<file path="src/rtl/pipe_hazard_ctrl.sv">
// pipe_hazard_ctrl: hazard, forwarding and halt sequencing for a 5-stage pipeline.
// Macro FWD_EN enables EX/MEM/WB forwarding; without it every in-flight dependence stalls.
`timescale 1ns/1ps
module pipe_hazard_ctrl #(
  parameter int REG_ADDR_W = 4,
  parameter int NUM_SRC = 2,
  parameter int CNT_W = 16
) (
  input  logic                          clk,
  input  logic                          rst_n,
  input  logic                          id_valid,
  input  logic [NUM_SRC*REG_ADDR_W-1:0] id_src,
  input  logic [NUM_SRC-1:0]            id_src_used,
  input  logic [REG_ADDR_W-1:0]         id_dst,
  input  logic                          id_we,
  input  logic                          id_is_load,
  input  logic                          id_hlt,
  input  logic                          ex_redirect,
  output logic                          stall_if_id,
  output logic                          bubble_ex,
  output logic                          flush_if_id,
  output logic [2*NUM_SRC-1:0]          fwd_sel,
  output logic                          hlt,
  output logic [CNT_W-1:0]              stall_cnt,
  output logic [CNT_W-1:0]              flush_cnt
);
  typedef struct packed {
    logic                  valid;
    logic                  we;
    logic [REG_ADDR_W-1:0] dst;
    logic                  is_load;
  } entry_t;
  typedef enum logic [1:0] {RUN, DRAIN, HALTED} state_t;
  state_t state;
  entry_t ex, mem, wb;
  logic [NUM_SRC-1:0] m_ex, m_mem, m_wb;
  logic run, hazard, hstall, issue, unused_ok;
  for (genvar g = 0; g < NUM_SRC; g++) begin : g_src
    logic [REG_ADDR_W-1:0] s;
    assign s = id_src[g*REG_ADDR_W +: REG_ADDR_W];
    assign m_ex[g] = id_src_used[g] & ex.valid & ex.we & (ex.dst == s) & (|s);
    assign m_mem[g] = id_src_used[g] & mem.valid & mem.we & (mem.dst == s) & (|s);
    assign m_wb[g] = id_src_used[g] & wb.valid & wb.we & (wb.dst == s) & (|s);
`ifdef FWD_EN
    assign fwd_sel[2*g +: 2] = m_ex[g] ? 2'b01 : m_mem[g] ? 2'b10 : m_wb[g] ? 2'b11 : 2'b00;
`else
    assign fwd_sel[2*g +: 2] = 2'b00;
`endif
  end
`ifdef FWD_EN
  assign hazard = id_valid & ex.is_load & (|m_ex);
`else
  assign hazard = id_valid & (|(m_ex | m_mem | m_wb));
`endif
  assign unused_ok = ^{ex.is_load, mem.is_load, wb.is_load};
  assign run = state == RUN;
  assign hstall = run & hazard & !ex_redirect;
  assign issue = run & id_valid & !hazard & !ex_redirect;
  assign flush_if_id = run & ex_redirect;
  assign stall_if_id = !run | hstall;
  assign bubble_ex = !run | ex_redirect | hazard;
  assign hlt = state == HALTED;
  // DRAIN ends once the shadow about to be loaded is empty, i.e. HLT has left WB
  always_ff @(posedge clk or negedge rst_n)
    if (!rst_n) begin
      ex <= '0;
      mem <= '0;
      wb <= '0;
      state <= RUN;
      stall_cnt <= '0;
      flush_cnt <= '0;
    end else begin
      ex <= issue ? {1'b1, id_we & !id_hlt, id_dst, id_is_load} : '0;
      mem <= ex;
      wb <= mem;
      if (hstall && !(&stall_cnt)) stall_cnt <= stall_cnt + 1'b1;
      if (flush_if_id && !(&flush_cnt)) flush_cnt <= flush_cnt + 1'b1;
      if (issue && id_hlt) state <= DRAIN;
      else if (state == DRAIN && !ex.valid && !mem.valid) state <= HALTED;
    end
endmodule

</file>
<file path="config.mk">
export PLATFORM = sky130hd
export DESIGN_NAME = pipe_hazard_ctrl
export DESIGN_NICKNAME = d
export VERILOG_FILES = /design/src/rtl/pipe_hazard_ctrl.sv
export SDC_FILE = /design/constraint.sdc
export NUM_CORES = 1
export LEC_CHECK = 0
export ABC_AREA = 1
export CORE_MARGIN = 2
export CORE_UTILIZATION = 57
export CTS_BUF_LIST = sky130_fd_sc_hd__clkbuf_2 sky130_fd_sc_hd__clkbuf_4 sky130_fd_sc_hd__clkbuf_8
export DETAILED_ROUTE_END_ITERATION = 12
export PLACE_DENSITY = 0.95
export SYNTH_ARGS = -nofsm -noshare
export SYNTH_HDL_FRONTEND = slang
export SYNTH_SLANG_ARGS = --single-unit
</file>
<file path="constraint.sdc">
create_clock -name clk -period 2.6 [get_ports clk]
set_input_delay 0.52 -clock clk [delete_from_list [all_inputs] [get_ports clk]]
set_output_delay 0.52 -clock clk [all_outputs]
set_load 0.05 [all_outputs]
</file>
* Word-level counts from Yosys, hierarchy flattened
Cells that the tools add are included.
** Storage, ports and cells
- Register bits after elaboration :: 52
- Bits of input ports :: 21
** Operators by class
- Add/sub/neg operators :: 2
- Equal/unequal tests :: 8
- Muxes and demuxes :: 3
- Bitwise logic cells :: 37
- Reductions and logical operators :: 20
** Operator list (number)
- 16-bit by 1-bit adder with 16-bit output, second input constant :: 2
- 1-bit bitwise AND :: 32
- 16-bit AND reduction :: 2
- 4-bit == test :: 6
- 1-bit logical NOT :: 8
- 4-bit OR reduction :: 2
- 7-bit 2-to-1 mux :: 1
- 1-bit logical AND :: 5
- 2-bit 2-to-1 mux :: 2
- 2-bit OR :: 2
- 1-bit OR :: 3
- 2-bit by 1-bit == test with 1-bit output, second input constant :: 1
- 2-bit == test, second input constant :: 1
- 2-bit logical NOT :: 1
- 2-bit nonzero test :: 1
- 2-bit OR reduction :: 1

* Logic depth before layout (Yosys ltp)
- Depth after elaboration :: 13
- Depth in mapped cells :: 13
- Mapped depth without buffers :: 13

* Least setup slack after synthesis
Ideal clock, no wire load.
- Path kind :: in2out
- From :: input port id_src[0]
- To :: output port stall_if_id
- Data arrival time :: 1531 ps
- Required time :: 2080 ps
- Path slack :: 549 ps
- Cell stages on the path :: 10
- Path buffers :: 0
- Cell sequence :: inv_1 -> nand2_1 -> nand2_1 -> nor2_1 -> nand3_1 -> nand3_1 -> nand2_1 -> nand2_4 -> nand3_4 -> nand2_1
** Between the ends
- Word-level cells in the longest chain between the ends :: 10
- Elaborated cells on any way between the ends :: 17
** RTL lines
- start: declaration :: line 12 : input logic [NUM_SRC*REG_ADDR_W-1:0] id_src,
- 4-bit == test (on tied branches) :: line 41, 42
- 1-bit bitwise AND (on tied branches) (2 in a row) :: line 41, 42
- 2-bit OR :: line 53 : assign hazard = id_valid & (|(m_ex | m_mem | m_wb));
- 2-bit OR (*) :: line 53
- 2-bit OR reduction (*) :: line 53
- 1-bit bitwise AND (*) :: line 53
- 1-bit bitwise AND (*) (2 in a row) :: line 57 : assign hstall = run & hazard & !ex_redirect;
- 1-bit OR (*) :: line 60 : assign stall_if_id = !run | hstall;
- end: declaration :: line 19 : output logic stall_if_id,
Mark *: on every way between the ends. The rest lies on a longest branch, timed or not.

* Final worst setup path
- From :: input port id_src_used[0]
- To :: output port bubble_ex
** Between the ends
- Word-level cells in the longest chain between the ends :: 9
- Elaborated cells on any way between the ends :: 17
** RTL lines
- start: declaration :: line 13 : input logic [NUM_SRC-1:0] id_src_used,
- 1-bit bitwise AND (on tied branches) (4 in a row) :: line 41, 42
- 2-bit OR :: line 53
- 2-bit OR (*) :: line 53
- 2-bit OR reduction (*) :: line 53
- 1-bit bitwise AND (*) :: line 53
- 1-bit OR (*) :: line 61 : assign bubble_ex = !run | ex_redirect | hazard;
- end: declaration :: line 20 : output logic bubble_ex,
Marked as above.

==> flow_results.xml <==
<?xml version="1.0" encoding="UTF-8"?>
<metrics>
  <group name="worst_setup_path">
    <metric name="worstPathMaxFanout" unit="">4</metric>
    <metric name="worst_setup_path_end_kind" unit="">output port</metric>
    <metric name="cp_num_buf_inv" unit="">2</metric>
    <metric name="largest_stage_delay_on_the_critical_path" unit="ns">0.50</metric>
    <metric name="worst-endpoint-arrival" unit="ns">1.95</metric>
    <metric name="crit-reg2reg-capture" unit="">stall_cnt[5]</metric>
    <metric name="worstPathCellList" unit="">clkdlybuf4s50_1 &gt; nand3_1 &gt; a21oi_1 &gt; nand3_1 &gt; nand3_1 &gt; nand2_1 &gt; nand2_4 &gt; nand2_1 &gt; nand2_2 &gt; buf_12</metric>
    <metric name="r2r_setup_slack" unit="ns">0.69</metric>
    <metric name="critPathTopFamily" unit="">buffers and inverters</metric>
    <metric name="critical-path-slowest-cell" unit="">clkdlybuf4s50_1</metric>
    <metric name="critical_path.most_common_cell" unit="">nand3_1</metric>
    <metric name="timing_worst_setup_path_type" unit="">in -&gt; out</metric>
    <metric name="setup.worst_path.start_class" unit="">input port</metric>
    <metric name="cp_data_required_time" unit="ns">2.08</metric>
    <metric name="worst_r2r_startpoint" unit="">stall_cnt[0]</metric>
    <metric name="reg2regPathDepth" unit="">10</metric>
  </group>
  <group name="floorplanning">
    <metric name="die_area" unit="µm²">5760</metric>
    <metric name="row_count" unit="">26</metric>
    <metric name="dieHeight" unit="µm">75.9</metric>
    <metric name="io_pins" unit="">61</metric>
    <metric name="core_footprint" unit="µm²">5040</metric>
    <metric name="die_width" unit="µm">75.9</metric>
    <metric name="start_util" unit="%">58.4</metric>
  </group>
  <group name="timing">
    <metric name="timing.final.crit_period" unit="ns">2.47</metric>
    <metric name="timing.final.setup_violations" unit="">0</metric>
    <metric name="post-route-period-util" unit="%">95.0</metric>
    <metric name="maxClockFrequency" unit="MHz">405</metric>
    <metric name="worst-slew-pin-transition" unit="ns">0.526</metric>
    <metric name="final_layout_worst_hold_slack" unit="ns">0.139</metric>
    <metric name="slew-limit-headroom" unit="%">64.8</metric>
    <metric name="drv_slew" unit="">0</metric>
    <metric name="timing.clock.skew" unit="ns">0.00278</metric>
    <metric name="grt_setup_unrepaired" unit="">no</metric>
    <metric name="timing_hold_violations_final" unit="">0</metric>
  </group>
  <group name="run">
    <metric name="max_cap_violations" unit="">0</metric>
  </group>
  <group name="final_layout">
    <metric name="stdcell_count" unit="">512</metric>
    <metric name="antenna-diode-count" unit="">0</metric>
    <metric name="post-route-cell-area" unit="µm²">3750</metric>
    <metric name="post-route-util" unit="%">74.3</metric>
    <metric name="layout-area-overhead-vs-synth" unit="%">27.3</metric>
    <metric name="post_route_cells_drive_above_1_share" unit="%">10.6</metric>
    <metric name="nets" unit="">464</metric>
  </group>
  <group name="cts">
    <metric name="htree_levels" unit="">2</metric>
    <metric name="hold_buffers" unit="">0</metric>
    <metric name="clkTransAtPathRegs" unit="ns">0.09</metric>
    <metric name="worst_skew_pair.late_latency" unit="ns">0.31</metric>
    <metric name="clock-root-buffer" unit="">clkbuf_8</metric>
    <metric name="clk_buf_depth" unit="">2</metric>
    <metric name="cts_sinks" unit="">52</metric>
    <metric name="cts_buffers" unit="">5</metric>
    <metric name="cts_tree" unit="">built</metric>
  </group>
  <group name="routing">
    <metric name="drc_errors" unit="">0</metric>
    <metric name="wirelength" unit="µm">6500</metric>
    <metric name="avgRoutedWirePerCell" unit="µm">12.7</metric>
    <metric name="drt_first_iter_violations" unit="">146</metric>
    <metric name="drt_pass1_iterations" unit="">4</metric>
    <metric name="vias_per_cell" unit="">5.10</metric>
    <metric name="drtAntennaViolNets" unit="">0</metric>
    <metric name="vias" unit="">2609</metric>
  </group>
  <group name="pwr">
    <metric name="fin_total_pwr" unit="mW">1.89</metric>
    <metric name="power.switching_fraction" unit="%">31.1</metric>
    <metric name="leakage" unit="nW">1.93</metric>
    <metric name="power.share.sequential" unit="%">47.6</metric>
    <metric name="p_comb_share" unit="%">22.8</metric>
    <metric name="power_switching" unit="mW">0.588</metric>
    <metric name="peakVddDrop" unit="V">0.000565</metric>
    <metric name="p_int" unit="mW">1.30</metric>
    <metric name="pwr-share-clk" unit="%">29.6</metric>
    <metric name="power-per-cell-area" unit="nW/µm²">504</metric>
  </group>
  <group name="placement">
    <metric name="place.detailed.hpwl" unit="µm">4840</metric>
    <metric name="placedInstanceArea" unit="µm²">3610</metric>
    <metric name="dp_cells" unit="">504</metric>
    <metric name="routabilityCongestion" unit="">0.897</metric>
    <metric name="portBuffers" unit="">55</metric>
  </group>
  <group name="grt">
    <metric name="grt_pass1_wl" unit="µm">10900</metric>
    <metric name="global_route.usage.met2" unit="%">42.5</metric>
    <metric name="grt_util_all_layers" unit="%">25.5</metric>
    <metric name="grt_antenna_before_repair" unit="">0</metric>
    <metric name="gr-total-overflow" unit="">0</metric>
    <metric name="grt_max_degree" unit="">35</metric>
    <metric name="number_of_global_route_vias_before_repair" unit="">2532</metric>
    <metric name="grtUsageMet1" unit="%">31.4</metric>
    <metric name="grt_use_met3" unit="%">5.16</metric>
    <metric name="grt_most_used_layer" unit="">met2</metric>
  </group>
  <group name="logic_synthesis">
    <metric name="postSynthAreaPerCell" unit="µm²">7.85</metric>
    <metric name="netlist_top_cells_area" unit="">dfrtp_1 44%, nand2_1 12%, inv_1 7.4%, nand3_1 7.3%, nor2_1 4.2%</metric>
    <metric name="synth_top_cell_by_area" unit="">dfrtp_1</metric>
    <metric name="synth_sequential_area_ratio" unit="%">44.2</metric>
    <metric name="synth_cell_type_count" unit="">29</metric>
    <metric name="post_synth_inst_count" unit="">375</metric>
    <metric name="ys_seq_elements" unit="">52</metric>
    <metric name="yosys.area.top_type_share" unit="%">44.2</metric>
    <metric name="synth.cell_area" unit="µm²">2950</metric>
    <metric name="yosysWarnings" unit="">0</metric>
  </group>
  <group name="outcome">
    <metric name="outcome" unit="">finished, final reports clean</metric>
  </group>
  <group name="min_path">
    <metric name="worst_hold_path_type" unit="">in -&gt; async</metric>
  </group>
</metrics>
cells in the final DEF, fill, tap and decap left out, drive strengths merged:
cell,n
nor2,42
conb,4
clkinv,1
or2,1
nand3,46
inv,66
nor3,7
nor4,2
nand4,7
o22ai,1
bufinv,1
o21bai,13
dfrtp,52
clkbuf,6
dlymetal6s2s,7
buf,10
ha,2
a21oi,2
xor2,12
xnor2,13
nor3b,1
clkdlybuf4s50,44
nand2,102
timing repair:
action | 4_1_cts | 5_1_grt
setup buffers | 0 | 0
gates resized for setup | 2 | 7
setup endpoints to repair | 2 | 2
metal layers:
metal	share of wire [%]	vias up
met5	0	-
met4	2.2	0
met3	5.6	14
met2	51	78
met1	41	1230
li1	-	1287
per-stage QoR:
| stage | setup slack [ns] | setup TNS [ns] |
|---|---|---|
| after floorplan | 0.549 | 0 |
| after global placement | 0.00251 | 0 |
| after detailed placement | -0.0157 | -0.0284 |
| after CTS | 0.00622 | 0 |
| after global routing | 0.0235 | 0 |
| final | 0.129 | 0 |
state kept, by name, summed over array words and instances, names as in the netlist:
signal and count:
wb 6, stall_cnt 16, mem 6, flush_cnt 16, state 2, ex 6
synthesized netlist by cell type:
master and instances:
nand2_1 98, inv_1 58, dfrtp_1 52, nand3_1 43
nor2_1 33, o21bai_1 13, xnor2_1 13, xor2_1 12
inv_2 8, nand4_1 6, nor3_1 6, nor2_2 5
buf_4 4, nand2_2 3, nor2_4 3, a21oi_1 2
ha_1 2, nand3_2 2, nor4_1 2, buf_12 1
conb_1 1, nand2_4 1, nand3_4 1, nand4_4 1
nor2_8 1, nor3_2 1, nor3b_1 1, o22ai_1 1
or2_2 1
worst register-to-register path: stages (launching register included):
cell and delay, ns:
dfrtp_1 0.43, ha_1 0.22, nand3_1 0.17, nor2_1 0.21
nand2_1 0.15, nor2_1 0.11, nand2_1 0.11, inv_1 0.18
nor2_8 0.08, nand3_1 0.07, nand2_1 0.06
cell families (layout without fill, tap and decap cells):
group           Yosys count  in the layout  share of synthesized area (%)
xor+xnor                 25             25                           7.43
simple gates            208            208                           33.4
compound gates           16             16                           3.87
fa+ha+maj                 2              2                          0.849
buf+inv                  71            135                           10.1
flops                    52             52                           44.2
other cells               1              4                          0.127
how the worst max path moves through the flow:
stage | from | to | slack, ns | cells after the start
floorplan | id_src[0] | stall_if_id | 0.55 | 10
global placement | id_src[7] | bubble_ex | 0.003 | 12
detailed placement | id_src[0] | stall_if_id | -0.02 | 12
CTS | id_src[0] | bubble_ex | 0.006 | 12
global route | id_src_used[1] | bubble_ex | 0.02 | 10
finish | id_src_used[0] | bubble_ex | 0.13 | 10
power groups by stage:
| stage | Combinational [mW] | Clock [mW] | Sequential, mW |
|---|---|---|---|
| 2_1_floorplan | 0.184 | 0 | 0.989 |
| 6_report | 0.429 | 0.559 | 0.899 |
| 5_1_grt | 0.463 | 0.604 | 0.909 |
| 3_5_place_dp | 0.431 | 0 | 0.914 |
| 4_1_cts | 0.435 | 0.572 | 0.899 |
| 3_3_place_gp | 0.422 | 0 | 0.913 |
cell type report:
type | instances | area [µm²]
fill | 353 | 1290
inverter | 66 | 248
tap | 70 | 87.6
multi-input combinational | 255 | 1360
timing repair buffer | 61 | 638
clock buffer | 6 | 76.3
sequential | 52 | 1300
clock inverter | 2 | 35.0
Note: power is estimated with default switching activity, not from simulation.
